`config.mk`:
```
export PLATFORM = sky130hd
export DESIGN_NAME = life_cell_engine_flat
export DESIGN_NICKNAME = d
export VERILOG_FILES = /design/src/rtl/life_cell_engine_pkg.sv /design/src/rtl/life_cell_engine_if.sv /design/src/rtl/life_neighbour_count.sv /design/src/rtl/life_cell_engine.sv /design/src/flat_wrapper.sv
export SDC_FILE = /design/constraint.sdc
export NUM_CORES = 1
export LEC_CHECK = 0
export ABC_AREA = 1
export CORE_MARGIN = 8
export CORE_UTILIZATION = 50
export CTS_CLUSTER_SIZE = 40
export DETAILED_ROUTE_END_ITERATION = 7
export PLACE_DENSITY = 0.73
export SYNTH_ARGS = -nofsm -noshare
export SYNTH_HDL_FRONTEND = slang
export SYNTH_SLANG_ARGS = --single-unit
```
`constraint.sdc`:
```
create_clock -name clka -period 11.1 [get_ports clka]
set_input_delay 2.22 -clock clka [delete_from_list [all_inputs] [get_ports clka]]
set_output_delay 2.22 -clock clka [all_outputs]
set_load 0.005 [all_outputs]
```
`src/rtl/life_cell_engine_pkg.sv`:
```
// Shared definitions for the Game-of-Life datapath and the controlling FSM:
// the board geometry, the B3/S23 rule constants, and the strobe priority
// encoding, plus small helpers for the rule and the popcount.
package life_cell_engine_pkg;

  localparam int CELLS = 16;
  localparam int GEN_W = 8;
  localparam int IDX_W = 4;
  localparam int CNT_W = 4;
  localparam int POP_W = 5;

  // Cell index layout: idx[3:2] = row, idx[1:0] = column.
  localparam int ROW_MSB = 3;
  localparam int ROW_LSB = 2;
  localparam int COL_MSB = 1;
  localparam int COL_LSB = 0;

  // B3/S23: a dead cell with exactly BIRTH live neighbours is born; a live
  // cell with BIRTH or SURVIVE live neighbours stays alive.
  localparam logic [CNT_W-1:0] BIRTH   = 4'd3;
  localparam logic [CNT_W-1:0] SURVIVE = 4'd2;

  // Highest-priority strobe of a cycle, as both sides of the FSM see it.
  typedef enum logic [2:0] {
    STB_IDLE   = 3'd0,
    STB_LOAD   = 3'd1,
    STB_COMMIT = 3'd2,
    STB_WRITE  = 3'd3,
    STB_READ   = 3'd4
  } strobe_e;

  // load_data > writeout > write_data > read_data
  function automatic strobe_e decode_strobe(input logic load, input logic commit,
                                            input logic write, input logic read);
    if (load)        return STB_LOAD;
    else if (commit) return STB_COMMIT;
    else if (write)  return STB_WRITE;
    else if (read)   return STB_READ;
    else             return STB_IDLE;
  endfunction

  function automatic logic next_cell(input logic alive, input logic [CNT_W-1:0] cnt);
    return (cnt == BIRTH) | (alive & (cnt == SURVIVE));
  endfunction

  function automatic logic [POP_W-1:0] popcount(input logic [CELLS-1:0] v);
    logic [POP_W-1:0] n;
    n = '0;
    for (int i = 0; i < CELLS; i++) n = n + {{(POP_W-1){1'b0}}, v[i]};
    return n;
  endfunction

endpackage

```
`src/rtl/life_cell_engine_if.sv`:
```
// Control/status bus between the game-control FSM (master) and the
// life_cell_engine datapath (slave).
interface life_cell_engine_if;
  import life_cell_engine_pkg::*;

  // FSM -> engine
  logic             load_data;
  logic             read_data;
  logic             write_data;
  logic             writeout;
  logic [IDX_W-1:0] cell_idx;
  logic [CELLS-1:0] data_in;

  // engine -> FSM / display
  logic [CELLS-1:0] board_out;
  logic [POP_W-1:0] alive_count;
  logic [GEN_W-1:0] gen_count;
  logic             lose_sig;
  logic             proto_err;

  modport master (
    output load_data, read_data, write_data, writeout, cell_idx, data_in,
    input  board_out, alive_count, gen_count, lose_sig, proto_err
  );

  modport slave (
    input  load_data, read_data, write_data, writeout, cell_idx, data_in,
    output board_out, alive_count, gen_count, lose_sig, proto_err
  );

endinterface

```
`src/rtl/life_neighbour_count.sv`:
```
// Counts the live neighbours of one cell on the 4x4 toroidal board.
// Row and column wrap with plain 2-bit arithmetic, so -1 is +3 mod 4.
module life_neighbour_count
  import life_cell_engine_pkg::*;
(
  input  logic [CELLS-1:0] board_i,
  input  logic [IDX_W-1:0] idx_i,
  output logic [CNT_W-1:0] count_o
);

  logic [1:0] row;
  logic [1:0] col;

  assign row = idx_i[ROW_MSB:ROW_LSB];
  assign col = idx_i[COL_MSB:COL_LSB];

  // Sum the 8 cells of the 3x3 window around (row, col), skipping the centre.
  always_comb begin
    logic [1:0] rr;
    logic [1:0] cc;
    // NOTE: every variable written here gets a value before any branch, so
    // no path can leave it holding its old value and infer a latch.
    rr      = '0;
    cc      = '0;
    count_o = '0;
    for (int dr = 0; dr < 3; dr++) begin
      for (int dc = 0; dc < 3; dc++) begin
        if (!(dr == 1 && dc == 1)) begin
          rr      = row + 2'(dr) + 2'd3;
          cc      = col + 2'(dc) + 2'd3;
          count_o = count_o + {{(CNT_W-1){1'b0}}, board_i[{rr, cc}]};
        end
      end
    end
  end

endmodule

```
`src/rtl/life_cell_engine.sv`:
```
// Game-of-Life datapath driven by the game-control FSM. Holds the committed
// board and the next-generation board, evaluates B3/S23 one cell per
// read/write strobe pair, commits generations, and flags a dead or still
// board (lose_sig) and strobe misuse (proto_err).
module life_cell_engine
  import life_cell_engine_pkg::*;
(
  input  logic                clka,
  input  logic                rst,
  life_cell_engine_if.slave   bus
);

  logic [CELLS-1:0] board_q,      board_d;
  logic [CELLS-1:0] next_board_q, next_board_d;
  logic [CNT_W-1:0] nbr_cnt_q,    nbr_cnt_d;
  logic [IDX_W-1:0] nbr_idx_q,    nbr_idx_d;
  logic             nbr_valid_q,  nbr_valid_d;
  logic [GEN_W-1:0] gen_q,        gen_d;
  logic [POP_W-1:0] alive_q,      alive_d;
  logic             lose_q,       lose_d;
  logic             perr_q,       perr_d;

  strobe_e          strobe;
  logic [CNT_W-1:0] nbr_live;
  logic             write_ok;

  // Neighbours always come from the committed board, so cells written
  // earlier in a sweep do not disturb later reads.
  life_neighbour_count u_nbr (
    .board_i (board_q),
    .idx_i   (bus.cell_idx),
    .count_o (nbr_live)
  );

  assign write_ok = nbr_valid_q && (bus.cell_idx == nbr_idx_q);

  // Resolve strobe priority and compute every next-state value.
  always_comb begin
    strobe       = decode_strobe(bus.load_data, bus.writeout, bus.write_data, bus.read_data);
    board_d      = board_q;
    next_board_d = next_board_q;
    nbr_cnt_d    = nbr_cnt_q;
    nbr_idx_d    = nbr_idx_q;
    nbr_valid_d  = nbr_valid_q;
    gen_d        = gen_q;
    lose_d       = lose_q;
    perr_d       = perr_q;
    alive_d      = popcount(board_q);

    case (strobe)
      STB_LOAD: begin
        board_d      = bus.data_in;
        next_board_d = bus.data_in;
        gen_d        = '0;
        lose_d       = 1'b0;
        perr_d       = 1'b0;
        nbr_valid_d  = 1'b0;
      end
      STB_COMMIT: begin
        board_d = next_board_q;
        if (gen_q != '1) gen_d = gen_q + 1'b1;
        if (next_board_q == '0 || next_board_q == board_q) lose_d = 1'b1;
      end
      STB_WRITE: begin
        nbr_valid_d = 1'b0;
        if (write_ok) begin
          next_board_d[bus.cell_idx] = next_cell(board_q[bus.cell_idx], nbr_cnt_q);
        end else begin
          perr_d = 1'b1;
        end
        // A read in the same cycle is dropped and counts as misuse.
        if (bus.read_data) perr_d = 1'b1;
      end
      STB_READ: begin
        nbr_cnt_d   = nbr_live;
        nbr_idx_d   = bus.cell_idx;
        nbr_valid_d = 1'b1;
      end
      default: ;
    endcase
  end

  // State registers; reset aborts any sweep with no partial commit.
  always_ff @(posedge clka or posedge rst) begin
    // NOTE: both boards are ordinary flops, so they are reset along with
    // everything else; a reset in mid-sweep leaves nothing stale behind.
    if (rst) begin
      board_q      <= '0;
      next_board_q <= '0;
      nbr_cnt_q    <= '0;
      nbr_idx_q    <= '0;
      nbr_valid_q  <= 1'b0;
      gen_q        <= '0;
      alive_q      <= '0;
      lose_q       <= 1'b0;
      perr_q       <= 1'b0;
    end else begin
      // NOTE: non-blocking assignments so every register samples the
      // pre-edge values regardless of statement order.
      board_q      <= board_d;
      next_board_q <= next_board_d;
      nbr_cnt_q    <= nbr_cnt_d;
      nbr_idx_q    <= nbr_idx_d;
      nbr_valid_q  <= nbr_valid_d;
      gen_q        <= gen_d;
      alive_q      <= alive_d;
      lose_q       <= lose_d;
      perr_q       <= perr_d;
    end
  end

  assign bus.board_out   = board_q;
  assign bus.alive_count = alive_q;
  assign bus.gen_count   = gen_q;
  assign bus.lose_sig    = lose_q;
  assign bus.proto_err   = perr_q;

endmodule
```
`src/flat_wrapper.sv`:
```
// flat-port wrapper written by rule: the top's interface ports become plain ports
module life_cell_engine_flat import life_cell_engine_pkg::*;
  (clka, rst, bus_load_data, bus_read_data, bus_write_data, bus_writeout, bus_cell_idx, bus_data_in, bus_board_out, bus_alive_count, bus_gen_count, bus_lose_sig, bus_proto_err);
  life_cell_engine_if bus_i ();
  input  logic clka;
  input  logic rst;
  input wire logic [$bits(bus_i.load_data)-1:0] bus_load_data;
  input wire logic [$bits(bus_i.read_data)-1:0] bus_read_data;
  input wire logic [$bits(bus_i.write_data)-1:0] bus_write_data;
  input wire logic [$bits(bus_i.writeout)-1:0] bus_writeout;
  input wire logic [$bits(bus_i.cell_idx)-1:0] bus_cell_idx;
  input wire logic [$bits(bus_i.data_in)-1:0] bus_data_in;
  output wire logic [$bits(bus_i.board_out)-1:0] bus_board_out;
  output wire logic [$bits(bus_i.alive_count)-1:0] bus_alive_count;
  output wire logic [$bits(bus_i.gen_count)-1:0] bus_gen_count;
  output wire logic [$bits(bus_i.lose_sig)-1:0] bus_lose_sig;
  output wire logic [$bits(bus_i.proto_err)-1:0] bus_proto_err;
  assign bus_i.load_data = bus_load_data;
  assign bus_i.read_data = bus_read_data;
  assign bus_i.write_data = bus_write_data;
  assign bus_i.writeout = bus_writeout;
  assign bus_i.cell_idx = bus_cell_idx;
  assign bus_i.data_in = bus_data_in;
  assign bus_board_out = bus_i.board_out;
  assign bus_alive_count = bus_i.alive_count;
  assign bus_gen_count = bus_i.gen_count;
  assign bus_lose_sig = bus_i.lose_sig;
  assign bus_proto_err = bus_i.proto_err;
  life_cell_engine u_core (.clka(clka), .rst(rst), .bus(bus_i));
endmodule
```
==> metrics.md <==
| Metric | Value |
|---|---|
| First-pass GRT wire length | `20.4 mm` |
| WS Path Type | `in -> reg` |
| Die footprint | `~12,000 um2` |
| Die X | `111 um` |
| CP Launch Type | `input pin` |
| Async set-reset flop share out of synthesis | `1.00` |
| Port Buffers | `between 50 and 60` |
| Met3 wire length | `between 800 and 900 um` |
| Nets | `696` |
| Slew @ Worst Pin | `about 1.0 ns` |
| M1 wire length | `about 5.5 mm` |
| Clock root buffer | `clkbuf_8` |
| DP HPWL | `around 9.4 mm` |
| CTS Hold Bufs | `0` |
| Final Hold Fails | `0` |
| Lkg Pwr | `between 2 and 2.5 nW` |
| Pwr Density | `around 140 nW/um2` |
| CP Data Required Time | `about 11 ns` |
| Area leader, netlist | `dfrtp_1` |
| Max-slew headroom | `0.303` |
| Post-Syn Nets | `between 600 and 700` |
| Primary FF master, synth | `dfrtp_1` |
| IO Pins | `57` |
| Worst skew pair latency | `around 0.32 ns` |
| TNS Setup | `0 ns` |
| Proportion of layout cells with a drive suffix above 1 | `0.111` |
| Met2 routed WL | `just under 6 mm` |
| Mean routed wirelength per cell | `approximately 16 um` |
| Die height | `111 um` |
| Post-CTS Resized | `0` |
| Max Clk Rate | `0.141 GHz` |
| Clock buffer depth | `2` |
| Tot Pwr | `0.736 mW` |
| # Max-Cap Violations | `0` |
| Hold crit path type | `reg -> reg` |
| Total CTS buffers | `5` |
| Post-synth EDFFs | `0` |
| GPL Wtd Cong | `0.859` |
| DRC Markers | `0` |
| Gr ovfl total | `0` |
| Area delta synth->final | `13.7%` |
| Post-synthesis sequential area ratio | `0.309` |
| CP arrival | `7.32 ns` |
| Highest metal used | `met4` |
| Slew Limit Fails | `0` |
| Gate Count Post-Synth | `around 600` |
| Crit path capture type | `flip-flop` |
| Row count | `34` |
| Post-synthesis cell type count | `39` |
| Vias/cell | `roughly 5.7` |
| CTS tree | `built` |
| Initial antenna violation count | `0` |
| Clock skew | `~0.014 ns` |
| Crit path max fanout | `28` |
| Top-count cell post-synth | `nand2_1` |
| All-Layer GR Usage | `0.195` |
| Sink Count | `56` |
| # setup viols final | `0` |
| H-Tree Level Count | `2` |
| Drt first pass iters | `7` |
| Unrepaired setup endpoints after global routing | `no` |
| Period minus WS final | `7.08 ns` |
| Number of global-route vias before repair | `~4,000` |
| Core ar. | `slightly below 9000 um2` |
| Synth cell count leaders | `nand2_1, inv_1, dfrtp_1, o21ai_0` |
| Post-CTS Setup Inserts | `0` |
| Clk slew on worst S/H paths | `0.11 ns` |
| Initial DRC count | `~360` |
| FF+latch count, synth | `56` |
| Pin count of the biggest net entering global routing | `57` |
| Initial Util | `0.517` |
| Remaining antenna violation count after routing | `0` |
| Cell Area, Synth | `around 4500 um2` |
| Yosys top cell area share | `0.309` |
| Antenna diodes | `0` |
| Total number of vias | `about 4,200` |
| Worst VDD drop | `between 0.06 and 0.07 mV` |
| YS warnings | `0` |
| Syn Area/Cell | `around 7.6 um2` |
| DRT Wirelength | `approximately 12 mm` |
| Main area contributors after synthesis | `dfrtp_1, nand2_1, inv_1` |
| Period utilization | `0.638` |
| Run status | `completed` |
flip-flops by register name, summed over array words and instances (netlist names), 4 cells and up:
| signal | flops |
|---|---|
| u_core.bus.board_out | 16 |
| u_core.bus.alive_count | 5 |
| u_core.bus.gen_count | 8 |
| u_core.next_board_q | 16 |
| u_core.nbr_cnt_q | 4 |
| u_core.nbr_idx_q | 4 |
power by group:
group	leakage (nW)	internal (mW)	switching, mW
clock network	0.0414	0.0452	0.0730
registers	0.686	0.238	0.0291
logic	1.66	0.147	0.203
total	2.39	0.430	0.306
logic make-up (layout without fill, tap and decap cells):
kind of cell / count (synthesis) / after routing / synth area share
compound gates: 113 / 113 / 0.148
simple gates: 268 / 268 / 0.285
xor+xnor: 16 / 16 / 0.0309
buf+inv: 111 / 154 / 0.114
flops: 56 / 56 / 0.309
mux: 2 / 2 / 0.00442
fa+ha+maj: 31 / 31 / 0.109
area by class of cell:
class,count,area (um2)
clock inverters,2,16.3
multi-input cells,430,2620
repair buffers,58,576
inverters,88,335
flip-flops and latches,56,1400
well taps,108,135
fillers,816,3610
clock buffers,6,72.6
through the flow:
step	hold slack (ns)	utilization	instance area [um2]	instances	setup WS, ns
finish	0.499	0.588	5150	748	4.02
CTS	0.505	0.588	5150	748	4.03
detailed placement	0.479	0.578	5060	740	3.70
global placement	0.476	0.578	5060	740	3.91
floorplan	0.453	-	4530	597	5.06
global route	0.535	0.588	5150	748	3.63
worst max-delay path, cell delays in order:
cell	delay [ns]
clkdlybuf4s50_1	1.11
inv_6	0.11
ha_1	0.48
inv_1	0.17
o21ai_0	0.27
nor2_1	0.06
a31oi_1	0.22
nand2_1	0.07
o21ai_1	0.11
fa_1	0.44
fa_1	0.54
inv_1	0.05
fa_1	0.46
inv_1	0.08
ha_1	0.16
inv_1	0.05
fa_1	0.37
xor2_1	0.15
o21ai_0	0.17
cells in the final DEF, fill, tap and decap left out, drive strengths merged:
cell type      count
fa                14
ha                17
buf                2
clkinv             1
nor3              17
xnor2              6
clkinvlp           1
nand4              8
o21ai             53
nor4               5
xor2              10
clkdlybuf4s50     56
clkbuf             6
nand2            155
dfrtp             56
nand3             42
o31ai              2
o221ai             8
o22ai              2
mux2i              2
a31oi              3
a21oi             36
or2                1
a22oi              3
inv               88
o211ai             6
nor2              40
worst paths after layout:
| check | depth (start not counted) | slack [ns] | from | to |
|---|---|---|---|---|
| worst min-delay path | 2 | 0.50 | u_core.nbr_cnt_q[1] | u_core.nbr_cnt_q[1] |
| worst min register to register | 2 | 0.50 | u_core.nbr_cnt_q[1] | u_core.nbr_cnt_q[1] |
| worst max-delay path | 19 | 4.02 | bus_cell_idx[0] | u_core.nbr_cnt_q[2] |
| max in group asynchronous | 3 | 8.18 | rst | u_core.bus.alive_count[4] |
| min in group asynchronous | 3 | 2.41 | rst | u_core.nbr_cnt_q[1] |
| worst max register to register | 18 | 6.95 | u_core.bus.board_out[11] | u_core.nbr_cnt_q[2] |
metal layers:
metal,track usage,up-vias
met5,0,-
met4,0.0418,0
met3,0.0319,12
met2,0.320,145
met1,0.262,2043
li1,-,2029
No activity file was read; power rests on OpenSTA's default activity.
